`src/rtl/seq_mod_div_pkg.sv`:
```
// Shared definitions for the sequential divider: state encoding, default
// width and the magnitude / sign-restore helpers used around the datapath.
package seq_mod_div_pkg;

  localparam int WIDTH_DEF = 8;

  // FSM state encoding
  typedef logic [1:0] state_t;
  localparam state_t ST_IDLE   = 2'd0;
  localparam state_t ST_RUN    = 2'd1;
  localparam state_t ST_FINISH = 2'd2;

  // Conditional two's-complement negate. Callers zero-extend a WIDTH-bit
  // value and keep the low WIDTH bits, which equals a WIDTH-bit negate.
  function automatic logic [31:0] mag_of(input logic [31:0] v, input logic neg);
    return neg ? (~v + 32'd1) : v;
  endfunction

  // Re-apply a sign to an unsigned magnitude (same operation as mag_of).
  function automatic logic [31:0] sign_restore(input logic [31:0] v, input logic neg);
    return neg ? (~v + 32'd1) : v;
  endfunction

endpackage

```
`src/rtl/seq_mod_div_step.sv`:
```
// One restoring shift-subtract step: shift the next dividend bit into the
// partial remainder and subtract the divisor magnitude when it fits.
module seq_mod_div_step
  import seq_mod_div_pkg::*;
#(
  parameter int WIDTH = WIDTH_DEF
) (
  input  logic [WIDTH:0]   rem,
  input  logic             bit_in,
  input  logic [WIDTH-1:0] dvs,
  output logic [WIDTH:0]   rem_nxt,
  output logic             qbit
);

  logic [WIDTH:0] shifted;

  // Trial subtract; rem[WIDTH] is always 0 in a restoring divider but is
  // folded in so a set top bit still forces a subtract.
  always_comb begin
    shifted = {rem[WIDTH-1:0], bit_in};
    qbit    = rem[WIDTH] | (shifted >= {1'b0, dvs});
    rem_nxt = qbit ? (shifted - {1'b0, dvs}) : shifted;
  end

endmodule

```
`src/rtl/seq_mod_div.sv`:
```
// Sequential signed/unsigned divider, one quotient bit per cycle.
// Operands are converted to magnitudes at accept, divided MSB first, and the
// signs restored when the final result is registered on entry to FINISH.
module seq_mod_div
  import seq_mod_div_pkg::*;
#(
  parameter int WIDTH = WIDTH_DEF
) (
  input  logic             clk,
  input  logic             rst,
  input  logic             start,
  input  logic             signed_mode,
  input  logic [WIDTH-1:0] dividend,
  input  logic [WIDTH-1:0] divisor,
  output logic             busy,
  output logic             done,
  output logic [WIDTH-1:0] quotient,
  output logic [WIDTH-1:0] remainder,
  output logic             div_by_zero
);

  localparam int          CW   = $clog2(WIDTH + 1);
  localparam logic [CW-1:0] LAST = CW'(WIDTH - 1);

  state_t         state;
  logic [CW-1:0]  cnt;
  logic [WIDTH:0] prem;
  logic [WIDTH-1:0] dq;    // dividend magnitude shifting out, quotient shifting in
  logic [WIDTH-1:0] dvs;   // divisor magnitude
  logic           neg_q, neg_r;

  logic           a_neg, b_neg;
  logic [WIDTH:0] rem_nxt;
  logic           qbit;

  // Operand signs only matter in signed mode
  always_comb begin
    a_neg = signed_mode & dividend[WIDTH-1];
    b_neg = signed_mode & divisor[WIDTH-1];
  end

  seq_mod_div_step #(.WIDTH(WIDTH)) u_step (
    .rem     (prem),
    .bit_in  (dq[WIDTH-1]),
    .dvs     (dvs),
    .rem_nxt (rem_nxt),
    .qbit    (qbit)
  );

  // Control FSM, datapath registers and result registers
  always_ff @(posedge clk or posedge rst) begin
    if (rst) begin
      state       <= ST_IDLE;
      cnt         <= '0;
      prem        <= '0;
      dq          <= '0;
      dvs         <= '0;
      neg_q       <= 1'b0;
      neg_r       <= 1'b0;
      busy        <= 1'b0;
      done        <= 1'b0;
      quotient    <= '0;
      remainder   <= '0;
      div_by_zero <= 1'b0;
    end else begin
      case (state)
        ST_IDLE: begin
          done <= 1'b0;
          if (start) begin
            busy  <= 1'b1;
            cnt   <= '0;
            prem  <= '0;
            dq    <= WIDTH'(mag_of(32'(dividend), a_neg));
            dvs   <= WIDTH'(mag_of(32'(divisor), b_neg));
            neg_q <= a_neg ^ b_neg;
            neg_r <= a_neg;
            if (divisor == '0) begin
              state       <= ST_FINISH;
              done        <= 1'b1;
              quotient    <= '1;
              remainder   <= dividend;
              div_by_zero <= 1'b1;
            end else begin
              state       <= ST_RUN;
              div_by_zero <= 1'b0;
            end
          end
        end
        ST_RUN: begin
          prem <= rem_nxt;
          dq   <= {dq[WIDTH-2:0], qbit};
          cnt  <= cnt + CW'(1);
          if (cnt == LAST) begin
            // last step's result goes straight to the outputs, sign restored
            state     <= ST_FINISH;
            done      <= 1'b1;
            quotient  <= WIDTH'(sign_restore(32'({dq[WIDTH-2:0], qbit}), neg_q));
            remainder <= WIDTH'(sign_restore(32'(rem_nxt[WIDTH-1:0]), neg_r));
          end
        end
        ST_FINISH: begin
          state <= ST_IDLE;
          busy  <= 1'b0;
          done  <= 1'b0;
          cnt   <= '0;
        end
        default: begin
          state <= ST_IDLE;
          busy  <= 1'b0;
          done  <= 1'b0;
        end
      endcase
    end
  end

endmodule

```
`config.mk`:
```
export PLATFORM = sky130hd
export DESIGN_NAME = seq_mod_div
export DESIGN_NICKNAME = d
export VERILOG_FILES = /design/src/rtl/seq_mod_div_pkg.sv /design/src/rtl/seq_mod_div_step.sv /design/src/rtl/seq_mod_div.sv
export SDC_FILE = /design/constraint.sdc
export NUM_CORES = 1
export LEC_CHECK = 0
export CAP_MARGIN = 10
export CORE_MARGIN = 5
export CORE_UTILIZATION = 35
export CTS_CLUSTER_DIAMETER = 80
export DETAILED_ROUTE_END_ITERATION = 8
export GPL_ROUTABILITY_DRIVEN = 1
export PLACE_DENSITY = 0.64
export SYNTH_ARGS = -nofsm -noshare
export SYNTH_HDL_FRONTEND = slang
export SYNTH_HIERARCHICAL = 1
export SYNTH_SLANG_ARGS = --single-unit
```
`constraint.sdc`:
```
create_clock -name clk -period 5.4 [get_ports clk]
set_input_delay 0.81 -clock clk [delete_from_list [all_inputs] [get_ports clk]]
set_output_delay 0.81 -clock clk [all_outputs]
set_load 0.02 [all_outputs]
```
==> out/qor.yml, run 1 <==
place:
  numPortBuffers: 38
  hpwl_mm: 6.00
  gp_congestion: 0.886
worst_setup_path:
  crit_slowest_cell: "or3b_2"
  rr_worst_depth: 12
  worst_path_most_repeated_cell: "ha_1"
  critPathMaxFanout: 9
  cpLargestDelayFamily: "compound AO/OA/AOI/OAI gates"
  path_class: "reg -> reg"
  end_kind: "register"
  max_stage_delay_ns: 0.47
  required_ns: 5.58
  critical_path_cell_count: 12
  arrival_ns: 3.45
  setup.worst_path.start_class: "register"
  crit_buf_inv: 1
  crit_chain: "ha_1, a21oi_1, nand2_1, o211ai_4, and2_4, o21ai_0, inv_1, ha_1, or3b_2, o31ai_1, xor2_1, o211ai_1"
detailed_routing:
  antenna_left: 0
  routed_wl_mm: 8.13
  wl_per_cell_um: 15.2
  num_vias: 2830
  drc: 0
  dr.pass1.iters: 4
  via_per_inst: 5.29
  drtIter0Drc: 109
sta:
  setup_tns_ns: 0
  relSlewSlack: 0.411
  finClkSkew_ns: 0.0129
  hold_viol_final: 0
  setup_violations: 0
  slew_violations: 0
  min_period_ns: 3.27
  fin_crit_sh: 0.605
  max_freq_ghz: 0.306
  rsz0062_at_grt: "no"
  whs_ns: 0.486
  tightest_slew_ns: 0.880
cts:
  ctsResizeCount: 0
  clk_latency_ns: 0.31
  clkTransAtPathRegs_ns: 0.10
  post_cts_buffers: 0
  cts_buffers: 5
  htreeDepth: 2
  clockRootBuffer: "clkbuf_8"
  cts.sinks: 52
  cts_buffer_depth: 2
  cts_tree: "done"
  postCtsHoldBufs: 0
logic_synthesis:
  synth-edff-count: 0
  synth.distinct_cells: 60
  synth.most_common_cell: "dfrtp_1"
  syn_avg_cell_area_um2: 8.94
  synth_top_family_by_area: "simple AND/OR/NAND/NOR gates"
  synthXorXnorAreaFrac: 0.0578
  syn_area_um2: 3330
  yosysTopAreaCellShare: 0.390
  synth_compound_area_frac: 0.200
  synth-simple-area-share: 0.205
  ys_seq_area_frac: 0.390
  synth_largest_area_cell: "dfrtp_1"
  synth_fa_ha_area_frac: 0.0548
  ys_warn_count: 6
  syn_inst: 373
  ys.flop_type: "dfrtp_1"
  synth.area.top_cells: "dfrtp_1 (39%), nand2_1 (5.4%), ha_1 (4.9%)"
  netlist_top_cells_count: "dfrtp_1 (52), nand2_1 (48), inv_1 (27), o21ai_0 (27), nand3_1 (25)"
  synthMuxAreaShare: 0.0311
  synthArstFlopShare: 1.00
  syn-num-nets: 407
  ys_seq_elements: 52
final_layout:
  final_nets: 439
  num_antenna_cells: 0
  final_layout_size_suffix_gt1_frac: 0.0862
  nFillCells: 943
  utilization: 0.421
  syn_to_final_growth_pct: 17.1
power:
  p_leak_nw: 1.64
  powerDensity_nw_per_um2: 696
  ir_drop_v: 0.000224
worst_hold_path:
  min_path_type: "reg -> reg"
  whs_path_depth: 2
job:
  max-cap-violations: 0
floorplan:
  die_w_um: 108
  coreArea_um2: 9280
  die_h_um: 108
  start_util: 0.359
  die_area_um2: 11600
  num_rows: 35
  boundaryPins: 39
global_route:
  grt_pass1_wl_mm: 13.8
  gr-usage-met1: 0.216
  grt_util_met3: 0.0270
  antenna_found_initial: 0
  grt_max_degree: 53
  gr-max-usage-layer: "met2"
  grt_pass1_vias: 2761
  use_met2: 0.225
  grt_overflow: 0
  grtUsageTotal: 0.147
status:
  status: "complete, no violations"
[final timing paths]
check	slack [ns]	to	start
min reg2reg	0.49	dvs[7]	dvs[7]
min	0.49	dvs[7]	dvs[7]
min in group asynchronous	1.00	done	rst
max in group asynchronous	3.98	prem[7]	rst
max reg2reg	2.13	remainder[6]	prem[5]
max	2.13	remainder[6]	prem[5]
[tightest hold or removal path: stages (launching register included)]
cell and delay [ns]:
dfrtp_1 0.36, nand2_1 0.05, nand2_1 0.05
[flip-flops by register name, summed over array words and instances (netlist names)]
name / cells
prem: 9
dq: 8
dvs: 8
quotient: 8
remainder: 8
cnt: 4
state: 2
busy: 1
div_by_zero: 1
done: 1
neg_q: 1
neg_r: 1
[cell families after synthesis]
group	Yosys count
AND/OR/NAND/NOR	135
XOR/XNOR	22
multiplexers	9
buffers and inverters	45
adder cells (fa/ha/maj)	14
AO/OA/AOI/OAI	96
flip-flops	52
[cell usage in the layout (no fill, tap or decap), types with 7 or more instances in the layout]
| master | n |
|---|---|
| dfrtp_1 | 52 |
| nand2_1 | 48 |
| clkdlybuf4s50_1 | 38 |
| o21ai_0 | 27 |
| inv_1 | 26 |
| nand3_1 | 25 |
| nor2_1 | 18 |
| a21oi_1 | 16 |
| xor2_1 | 13 |
| ha_1 | 13 |
| nor3_1 | 11 |
| xnor2_1 | 9 |
| nand2b_1 | 7 |
| o31ai_1 | 7 |
[layout make-up]
type | instances | area, um^2 | area share
Inverter | 27 | 101 | 0.0259
Clock buffer | 6 | 82.6 | 0.0211
Sequential cell | 52 | 1300 | 0.333
Clock inverter | 2 | 13.8 | 0.00352
Tap cell | 129 | 161 | 0.0413
Timing Repair Buffer | 43 | 418 | 0.107
Multi-Input combinational cell | 276 | 1830 | 0.468
[per-layer routing]
layer / vias to the layer above / wire length [um]
li1: 1391 / -
met1: 1347 / 3930
met2: 86 / 3680
met3: 6 / 437
met4: 0 / 83
met5: - / 0
[where the power goes]
group	leakage [nW]	internal, W	switching [W]
clock	0.0516	0.000105	0.000136
combinational	0.973	0.000750	0.000977
sequential	0.612	0.000578	0.000172
total	1.64	0.00143	0.00129
[per-stage QoR]
stage	area [um^2]	std cells	setup slack (ns)	power [W]
2_1_floorplan	3330	373	2.47	0.00201
3_3_place_gp	3810	527	2.20	0.00244
3_5_place_dp	3810	527	2.15	0.00248
4_1_cts	3910	535	2.18	0.00273
5_1_grt	3910	535	1.91	0.00297
6_report	3910	535	2.13	0.00272
No activity file was read; power rests on OpenSTA's default activity.
==> run 2: changes to the inputs <==
PLACE_DENSITY = 0.66   (was 0.64)
clock period = 2.66 ns   (was 5.4 ns; I/O delays follow)
==> run 2 against run 1 <==
Compared with the run above: the run now ends with setup timing left; flip-flop and latch count is the same; cell area increased by 17%; cell count up 10%; largest power group unchanged; critical path type unchanged; sequential share of layout area fell by 4.8 points; fmax increased by 18%; critical endpoint unchanged; total power rose to 2.6 times the previous value.
==> out/qor.yml, run 2 (synthesis gave the netlist of run 1 again) <==
status:
  violations: "setup timing"
  status: "finished with violations"
detailed_routing:
  antenna_left: 0  # unchanged
  via_per_inst: 5.18  # -2.1%
  dr.pass1.iters: 4  # unchanged
  drc: 0  # unchanged
  routed_wl_mm: 8.72  # +7.3%
  num_vias: 3050  # +7.8%
  drtIter0Drc: 125  # +15%
  wl_per_cell_um: 14.8  # -2.5%
global_route:
  grt_pass1_wl_mm: 14.6  # +6.1%
  grt_max_degree: 35  # -34%
  antenna_found_initial: 0  # unchanged
  grt_pass1_vias: 3018  # +9.3%
  grtUsageTotal: 0.156  # +0.00920
  grt_overflow: 0  # unchanged
sta:
  finClkSkew_ns: 0.0121  # -0.000798 ns
  relSlewSlack: 0.625  # +0.214
  slew_violations: 0  # unchanged
  finalWorstSetupSlack_ns: -0.113  # -2.25 ns
  rsz0062_at_grt: "yes"
  setup_violations: 6  # +6
  setup_tns_ns: -0.421  # -0.421 ns
  hold_viol_final: 0  # unchanged
  min_period_ns: 2.77  # -0.495 ns
  fin_crit_sh: 1.04  # +0.437
  tightest_slew_ns: 0.562  # -0.318 ns
  max_freq_ghz: 0.361  # +18%
final_layout:
  utilization: 0.492  # +0.0712
  multi_input_area_um2: 2050  # +12%
  largest_reg_flops: 9  # unchanged
  num_antenna_cells: 0  # unchanged
  mostFrequentLayoutCell: "buf_4"
  syn_to_final_growth_pct: 37.0
  final_layout_size_suffix_gt1_frac: 0.257  # +0.170
  final_cell_mix: "buf_4 (57), dfrtp_1 (52), nand2_1 (47), clkdlybuf4s50_1 (38), nand3_1 (24)"
  final_nets: 493  # +12%
  max_flop_register: "prem"
  nFillCells: 929  # -1.5%
  regArea_um2: 1300  # unchanged
power:
  ir_drop_v: 0.000513  # +130%
  internal_power_w: 0.00408  # +180%
  power_frac_comb: 0.702  # +0.067
  swShare: 0.433  # -0.0401
  p_clk_frac: 0.079  # -0.010
  powerDensity_nw_per_um2: 1570  # +130%
  p_leak_nw: 1.94  # +19%
  power_switching_w: 0.00311  # +140%
  seqPwrFrac: 0.219  # -0.057
floorplan:
  die_area_um2: 11600  # unchanged
  die_h_um: 108  # unchanged
  boundaryPins: 39  # unchanged
  die_w_um: 108  # unchanged
  start_util: 0.359  # unchanged
  coreArea_um2: 9280  # unchanged
  num_rows: 35  # unchanged
worst_hold_path:
  min_path_type: "in -> async"
cts:
  cts_buffers: 5  # unchanged
  cts_tree: "done"
  htreeDepth: 2  # unchanged
  clockRootBuffer: "clkbuf_8"
  clkTransAtPathRegs_ns: 0.10  # about the same
  cts_buffer_depth: 2  # unchanged
  cts.sinks: 52  # unchanged
  postCtsHoldBufs: 0  # unchanged
  clk_latency_ns: 0.31  # about the same
worst_setup_path:
  arrival_ns: 2.94  # -0.51 ns
  path_class: "reg -> reg"
  setup.worst_path.start_class: "register"
  required_ns: 2.83  # -2.75 ns
  critPathMaxFanout: 7  # -2
  end_kind: "register"
  rr_worst_depth: 10  # -2
place:
  dp_slack_ns: -0.189  # -2.34 ns
  gp_congestion: 0.886  # about the same
  numPortBuffers: 38  # unchanged
  hpwl_mm: 6.37  # +6.1%
job:
  max-cap-violations: 0  # unchanged
run 2: worst paths after layout:
path | slack (ns) | endpoint | from
worst max-delay path | -0.11 | remainder[6] | prem[5]
worst min-delay path | 0.45 | busy | rst
worst max register to register | -0.11 | remainder[6] | prem[5]
worst min register to register | 0.49 | div_by_zero | div_by_zero
max in group asynchronous | 1.65 | remainder[1] | rst
min in group clk | 0.49 | div_by_zero | div_by_zero
run 2: metal layers:
layer | up-vias | wire (um) | GRT usage | share of wire
met2 | 66 | 4160 | 0.254 | 0.48
met4 | 0 | 170 | 0.0478 | 0.019
met1 | 1470 | 4020 | 0.213 | 0.46
li1 | 1501 | - | - | -
met3 | 13 | 370 | 0.0258 | 0.042
met5 | - | 0 | 0 | 0
run 2: area by class of cell:
cell class | instances | area share
sequential | 52 | 0.285
clock buffer | 6 | 0.0159
multi-input combinational | 276 | 0.449
clock inverter | 2 | 0.00849
tap | 129 | 0.0353
inverter | 27 | 0.0222
timing repair buffer | 97 | 0.184
run 2: worst max-delay path, cell delays in order, from the launching register on:
cell	delay, ns
dfrtp_1	0.44
ha_4	0.26
a21oi_4	0.15
nand2_2	0.09
o211ai_4	0.22
and2_4	0.24
mux2_4	0.33
or3b_4	0.40
o31ai_4	0.20
xor2_1	0.21
o211ai_1	0.11
run 2: power by group through the flow:
stage	sequential (W)	clock, W	combinational [W]
CTS	0.00156	0.000583	0.00486
detailed placement	0.00156	0	0.00445
global placement	0.00155	0	0.00433
finish	0.00158	0.000569	0.00504
global route	0.00164	0.000616	0.00554
floorplan	0.00159	0	0.00268
run 2: repair_timing:
action                     CTS  global route
pin swaps                   14             9
buffers inserted             9             1
setup endpoints to repair    8            11
resized for setup           21            11
run 2: per-stage QoR:
step,instance area (um^2),std cells,hold slack (ns),total power (W)
2_1_floorplan,3410,373,0.439,0.00428
3_3_place_gp,4230,571,0.456,0.00588
3_5_place_dp,4230,571,0.471,0.00600
4_1_cts,4510,588,0.465,0.00700
5_1_grt,4570,589,0.487,0.00779
6_report,4570,589,0.446,0.00719
==> run 3: changes to the inputs <==
SLEW_MARGIN = 20   (was default)
==> results of run 3 <==
Same layout as run 2: the final DEF is identical, and so are final timing and power.
